===== config.mk =====
export PLATFORM = sky130hd
export DESIGN_NAME = packet_tx
export DESIGN_NICKNAME = d
export VERILOG_FILES = /design/src/rtl/packet_tx.sv
export SDC_FILE = /design/constraint.sdc
export NUM_CORES = 1
export LEC_CHECK = 0
export BUFFER_PORTS_ARGS = -buffer_cell sky130_fd_sc_hd__buf_2
export CAP_MARGIN = 15
export CORE_MARGIN = 5
export CORE_UTILIZATION = 35
export CTS_CLUSTER_DIAMETER = 30
export DETAILED_ROUTE_END_ITERATION = 7
export PLACE_DENSITY = 0.56
export SLEW_MARGIN = 40
export SYNTH_ARGS = -nofsm -noshare
export SYNTH_HDL_FRONTEND = slang
export SYNTH_SLANG_ARGS = --single-unit

===== constraint.sdc =====
create_clock -name clk -period 2.15 [get_ports clk]
set_input_delay 0.5375 -clock clk [delete_from_list [all_inputs] [get_ports clk]]
set_output_delay 0.5375 -clock clk [all_outputs]
set_load 0.02 [all_outputs]

===== src/rtl/packet_tx.sv =====
// Serial packet transmitter: 4-bit address MSB first, pad ones, then payload bytes LSB first,
// framed by active-low frame_n_out/valid_n_out toward a router input port.
module packet_tx #(
  parameter int PAD_CYCLES = 5
) (
  input  logic       clk,
  input  logic       reset,
  input  logic       start,
  input  logic [3:0] dest_addr,
  input  logic       byte_valid,
  input  logic [7:0] byte_data,
  input  logic       byte_last,
  output logic       byte_ready,
  output logic       din_out,
  output logic       frame_n_out,
  output logic       valid_n_out,
  output logic       busy_out,
  output logic       done_out
);

  if (PAD_CYCLES < 1 || PAD_CYCLES > 15) begin : g_bad_pad
    $error("packet_tx: PAD_CYCLES must be in 1..15");
  end

  typedef enum logic [2:0] {
    IDLE = 3'd0,
    ADDR = 3'd1,
    PAD  = 3'd2,
    WAIT = 3'd3,
    DATA = 3'd4
  } state_t;

  localparam logic [3:0] PAD_LAST = 4'(PAD_CYCLES - 1);

  state_t     state, state_next;
  logic [3:0] addr_reg, addr_next;
  logic [2:0] bit_cnt, bit_cnt_next;
  logic [3:0] pad_cnt, pad_cnt_next;
  logic [7:0] shift_reg, shift_next;
  logic       last_reg, last_next;
  logic       done_next;

  // All line outputs decode registered state only, so nothing on the host side
  // can ripple combinationally onto din_out/frame_n_out/valid_n_out.
  always_comb begin
    // NOTE: every signal written here gets a default first, so no branch can infer a latch.
    state_next   = state;
    addr_next    = addr_reg;
    bit_cnt_next = bit_cnt;
    pad_cnt_next = pad_cnt;
    shift_next   = shift_reg;
    last_next    = last_reg;
    done_next    = 1'b0;
    din_out      = 1'b0;
    frame_n_out  = 1'b1;
    valid_n_out  = 1'b1;
    byte_ready   = 1'b0;
    busy_out     = (state != IDLE);

    unique case (state)
      IDLE: begin
        if (start) begin
          addr_next    = dest_addr;
          bit_cnt_next = 3'd0;
          state_next   = ADDR;
        end
      end

      ADDR: begin
        din_out     = addr_reg[2'd3 - bit_cnt[1:0]];
        frame_n_out = 1'b0;
        if (bit_cnt == 3'd3) begin
          bit_cnt_next = 3'd0;
          pad_cnt_next = 4'd0;
          state_next   = PAD;
        end else begin
          bit_cnt_next = bit_cnt + 3'd1;
        end
      end

      PAD: begin
        din_out     = 1'b1;
        frame_n_out = 1'b0;
        if (pad_cnt == PAD_LAST) begin
          pad_cnt_next = 4'd0;
          state_next   = WAIT;
        end else begin
          pad_cnt_next = pad_cnt + 4'd1;
        end
      end

      WAIT: begin
        din_out     = 1'b1;
        frame_n_out = 1'b0;
        byte_ready  = 1'b1;
        if (byte_valid) begin
          shift_next   = byte_data;
          last_next    = byte_last;
          bit_cnt_next = 3'd0;
          state_next   = DATA;
        end
      end

      DATA: begin
        din_out     = shift_reg[0];
        valid_n_out = 1'b0;
        frame_n_out = (bit_cnt == 3'd7) && last_reg;
        byte_ready  = (bit_cnt == 3'd7) && !last_reg;
        if (bit_cnt == 3'd7) begin
          bit_cnt_next = 3'd0;
          if (last_reg) begin
            shift_next = 8'd0;
            last_next  = 1'b0;
            done_next  = 1'b1;
            state_next = IDLE;
          end else if (byte_valid) begin
            // Back-to-back byte: bit 0 of the new byte follows bit 7 with no gap.
            shift_next = byte_data;
            last_next  = byte_last;
          end else begin
            state_next = WAIT;
          end
        end else begin
          shift_next   = {1'b0, shift_reg[7:1]};
          bit_cnt_next = bit_cnt + 3'd1;
        end
      end

      default: state_next = IDLE;
    endcase
  end

  always_ff @(posedge clk or posedge reset) begin
    if (reset) begin
      state     <= IDLE;
      addr_reg  <= 4'd0;
      bit_cnt   <= 3'd0;
      pad_cnt   <= 4'd0;
      shift_reg <= 8'd0;
      last_reg  <= 1'b0;
      done_out  <= 1'b0;
    end else begin
      // NOTE: sequential state uses non-blocking assignments so every register samples pre-edge values.
      state     <= state_next;
      addr_reg  <= addr_next;
      bit_cnt   <= bit_cnt_next;
      pad_cnt   <= pad_cnt_next;
      shift_reg <= shift_next;
      last_reg  <= last_next;
      done_out  <= done_next;
    end
  end

endmodule


After elaboration in Yosys (flattened, before gate mapping). Index checks and enable logic that the tools add are counted.

Register bits: 24. Input port bits: 17. Output and inout bits: 6. Logic and storage cells: 73.

Add/sub/neg operators: 3. Magnitude comparators: 1. Eq/ne operators: 13. Mux-type cells: 34. Reductions and logical operators: 15.

Operator list (number): 3-bit 2-to-1 mux (11); 8-bit 2-to-1 mux (3); 8-bit case mux with 2 select lines (1); 3-bit case mux with 5 select lines (1); 3-bit case mux with 4 select lines (1); 2-bit != test, second input constant (5); 3-bit by 2-bit == test with 1-bit output, second input constant (3); 1-bit 2-to-1 mux (9); 4-bit 2-to-1 mux (2); 4-bit case mux with 2 select lines (1); 3-bit == test, second input constant (2); 1-bit case mux with 2 select lines (3); 3-bit AND reduction (2); 6-bit AND reduction (1); 4-bit by 1-bit adder with 4-bit output, second input constant (1); 4-bit by 3-bit == test with 1-bit output, second input constant (1); 2-bit AND reduction (2); 2-bit nonzero test (2); 4-bit nonzero test (1); 3-bit by 1-bit adder with 3-bit output, second input constant (1); 3-bit by 1-bit == test with 1-bit output, second input constant (1); 3-bit zero test (1); 2-bit by 3-bit < comparator with 1-bit output, second input constant (1); 3-bit != test, second input constant (1); 8 further kinds (9).

Depth between registers and ports, before layout.
Depth after elaboration: 4. Gate-level depth with buffers: 6. Mapped depth without buffers: 6.

Worst setup path before layout. OpenSTA, ideal clock, no wires.

Path kind: flip-flop to output port. Start point: register bit_cnt[0]. End point: output port frame_n_out. Data arrival time: 1.353 ns. Required time: 1.612 ns. Path slack: 0.260 ns. Stages on the path, launching flop included: 6. Path buffers: 1. Cell sequence: dfrtp_1 ha_1 and2_1 clkbuf_1 nand2_1 a21oi_1.

Cells in the longest elaborated chain, start to end: 3.

Ends and longest elaborated chain: start, declared (line 37) `logic [2:0] bit_cnt, bit_cnt_next;`; start signal, assigned (line 146) `bit_cnt <= bit_cnt_next;`; 3-bit == test (line 107) `frame_n_out = (bit_cnt == 3'd7) && last_reg;`; 1-bit logical AND (line 107); 1-bit case mux with 2 select lines (line 60) `unique case (state)`; end, declared (line 15) `output logic frame_n_out,`.

No other way between the ends.

Worst setup path after layout.
Start point: register bit_cnt[0]. End point: output port din_out.

Cells in the longest elaborated chain, start to end: 4.

Ends and longest elaborated chain: 2-bit subtractor (line 70) `din_out = addr_reg[2'd3 - bit_cnt[1:0]];`; 1-bit binary-select mux with 2-bit select (line 70); 1-bit 2-to-1 mux (implied by the code) (line 70); 1-bit case mux with 3 select lines (line 60); end, declared (line 14) `output logic din_out,`.

No other way between the ends. The select of a mux whose other input is x is not followed.

==> results.json <==
{
  "worst_pin_slew_ns": 0.456,
  "rsz0062_at_grt": "true",
  "die_area_um2": 5370,
  "synth_top_area_share_pct": 42.9,
  "max_stage_delay_ns": 0.52,
  "whs_ns": 0.291,
  "multiInputGateArea_um2": 754,
  "fin_skew_ns": 0.00352,
  "yosysSeqAreaShare_pct": 42.9,
  "synth_fa_ha_area_share_pct": 4.46,
  "yosysWarningCount": 0,
  "synth_top_cells_by_area": "dfrtp_1 43%, mux2i_1 5.7%, nand2_1 4.6%",
  "ant_nets": 0,
  "finalHoldViolations": 0,
  "drt_wl_total_um": 2960,
  "maxSlewHeadroom_pct": 69.5,
  "run_status": "completed",
  "synth_compound_area_share_pct": 18.8,
  "n_antenna_cell": 0,
  "synth_fp_nets": 159,
  "swShare_pct": 36.5,
  "grt-ovfl-total": 0,
  "cts_root_buffer": "clkbuf_8",
  "insertion_delay_ns": 0.27,
  "synth_edf_count": 0,
  "post_synth.cell_area_avg_um2": 10.2,
  "synth_top_area_cell": "dfrtp_1",
  "drv_slew": 0,
  "critPathKind": "register to output port",
  "cts_max_path_buffers": 2,
  "internal_power_mw": 1.13,
  "netlist_instances": 137,
  "die_width_um": 73.3,
  "cap_violations": 0,
  "pwr_density_cell_nw_per_um2": 1070,
  "numCtsBuffers": 3,
  "route.detailed.drc": 0,
  "p_clk_share_pct": 17.5,
  "ir_drop_uv": 413,
  "hpwl_um": 2310,
  "largest_reg_flops": 8,
  "fin_crit_ns": 2.07,
  "hold_path_class": "input port to async pin",
  "portBuffers": 22,
  "routed_via_density": 5.08,
  "fin_crit_sh_pct": 96.3,
  "worstPathMaxFanout": 3,
  "final_util_pct": 42.2,
  "path_clk_slew_ns": 0.09,
  "hold_buffers": 0,
  "num_io_pins": 23,
  "synth_ff_type": "dfrtp_1",
  "num_vias": 1087,
  "synth_xor_area_share_pct": 0,
  "grt_use_total_pct": 12.5,
  "p_comb_share_pct": 41.6,
  "routedWlPerCell_um": 13.8,
  "drt-initial-drc-count": 21,
  "crit_arrival_ns": 1.53,
  "grt_pass1_wl_um": 5380,
  "antenna_found_initial": 0,
  "fillerInstances": 384,
  "grt_pass1_vias": 1216,
  "cellLeakagePower_nw": 0.812,
  "synthSimpleGateAreaFrac_pct": 18.1,
  "path_cells": "mux4_2 > a21oi_2 > o21ai_1 > buf_2",
  "crit_path_start_kind": "register",
  "cp.required_ns": 1.61,
  "register_area_um2": 601,
  "syn_area_um2": 1400,
  "first_pass_iters": 4,
  "initial_core_util_pct": 35.5,
  "cts.sink_count": 24,
  "synthDistinctLibCells": 41,
  "synthArstFlopShare_pct": 100,
  "gp_congestion": 0.780,
  "synth_top_family_by_area": "compound AO/OA/AOI/OAI gates",
  "crit_slowest_cell": "mux4_2",
  "end_kind": "output port",
  "areaGrowthSynthToFinish_pct": 18.7,
  "die_y_um": 73.3,
  "nets": 187,
  "tritoncts": "built",
  "max_freq_mhz": 483,
  "core.rowCount": 23,
  "synthMuxAreaShare_pct": 11.6,
  "h-tree-depth": 1,
  "switchingPower_mw": 0.648,
  "grt_max_degree": 25,
  "setup_violations": 0,
  "layout-drive-gt1-share_pct": 29.3,
  "synth_seq_cells": 24,
  "pwr-share-seq_pct": 40.9,
  "fp.coreArea_um2": 3940
}
layout make-up:
type,instances,share of cell area (%)
inverters,8,1.96
multi-input cells,100,45.4
clock buffers,4,3.31
repair buffers,28,9.48
flip-flops and latches,24,36.1
well taps,50,3.76
power by group through the flow:
stage / Sequential [mW] / Combinational, mW / Clock, mW
after global routing: 0.749 / 0.826 / 0.338
final: 0.726 / 0.737 / 0.311
after global placement: 0.729 / 0.677 / 0
after floorplan: 0.717 / 0.533 / 0
after detailed placement: 0.741 / 0.701 / 0
after CTS: 0.726 / 0.719 / 0.321
metal layers:
layer	routed length [µm]	track usage, %	vias up
li1	-	-	537
met1	1310	14.8	529
met2	1550	23.4	19
met3	91	1.78	2
met4	14	3.07	0
met5	0	0	-
cell families (layout without fill, tap and decap cells):
logic type      Yosys count  after routing
mux                      14             14
buf+inv                  13             40
simple gates             44             44
flops                    24             24
compound gates           37             37
fa+ha+maj                 5              5
Yosys cell counts, types with 2 or more instances:
library cell / instances
a21oi_1: 7
nor2_4: 2
a22o_1: 2
inv_1: 7
o21ba_1: 2
nor2_1: 7
nand2b_1: 2
nand3b_1: 2
nand2_1: 17
nand3_1: 3
mux2_1: 4
dfrtp_1: 24
or3_1: 2
mux2i_1: 8
ha_1: 5
o22ai_1: 2
o21ai_1: 8
nor2b_1: 2
buf_2: 3
o21ai_0: 4
a21o_1: 3
a32o_1: 2
timing repair:
action                                  CTS  global route
setup buffers                             1             1
hold endpoints to repair                  0             0
gates resized for setup                   1             6
endpoints found under the setup margin    2             3
pin swaps                                 0             2
cloned                                    0             0
critical path: cells and delay by family (launching register included):
kind / cells / cell delay, ns
buf+inv: 1 / 0.16
mux: 1 / 0.52
compound gates: 2 / 0.19
flops: 1 / 0.40
placed cells by master, fill, tap and decap left out, drive strengths merged, types with 3 or more instances in the layout:
cell type,count
a21o,3
a21oi,7
buf,28
clkbuf,4
dfrtp,24
ha,5
inv,8
mux2,5
mux2i,8
nand2,17
nand3,3
nor2,10
o21ai,13
through the flow:
| step | setup slack, ns | power, mW | cells | instance area (µm²) | TNS (ns) |
|---|---|---|---|---|---|
| finish | 0.0791 | 1.77 | 214 | 1660 | 0 |
| floorplan | 0.260 | 1.25 | 137 | 1400 | 0 |
| CTS | 0.0252 | 1.77 | 213 | 1640 | 0 |
| detailed placement | 0.268 | 1.44 | 208 | 1580 | 0 |
| global route | -0.0175 | 1.91 | 214 | 1660 | -0.0175 |
| global placement | 0.315 | 1.41 | 208 | 1580 | 0 |
path summary, 6_finish.rpt:
| check | startpoint | to | slack, ns | cells past startpoint |
|---|---|---|---|---|
| min reg2reg | addr_reg[0] | addr_reg[0] | 0.49 | 1 |
| max reg2reg | state[0] | state[1] | 0.38 | 5 |
| min | reset | shift_reg[0] | 0.29 | 3 |
| min in group clk | dest_addr[3] | addr_reg[3] | 0.48 | 2 |
| max in group asynchronous | reset | state[0] | 1.61 | 3 |
| max | bit_cnt[0] | din_out | 0.08 | 4 |
Note: power is estimated with default switching activity, not from simulation.
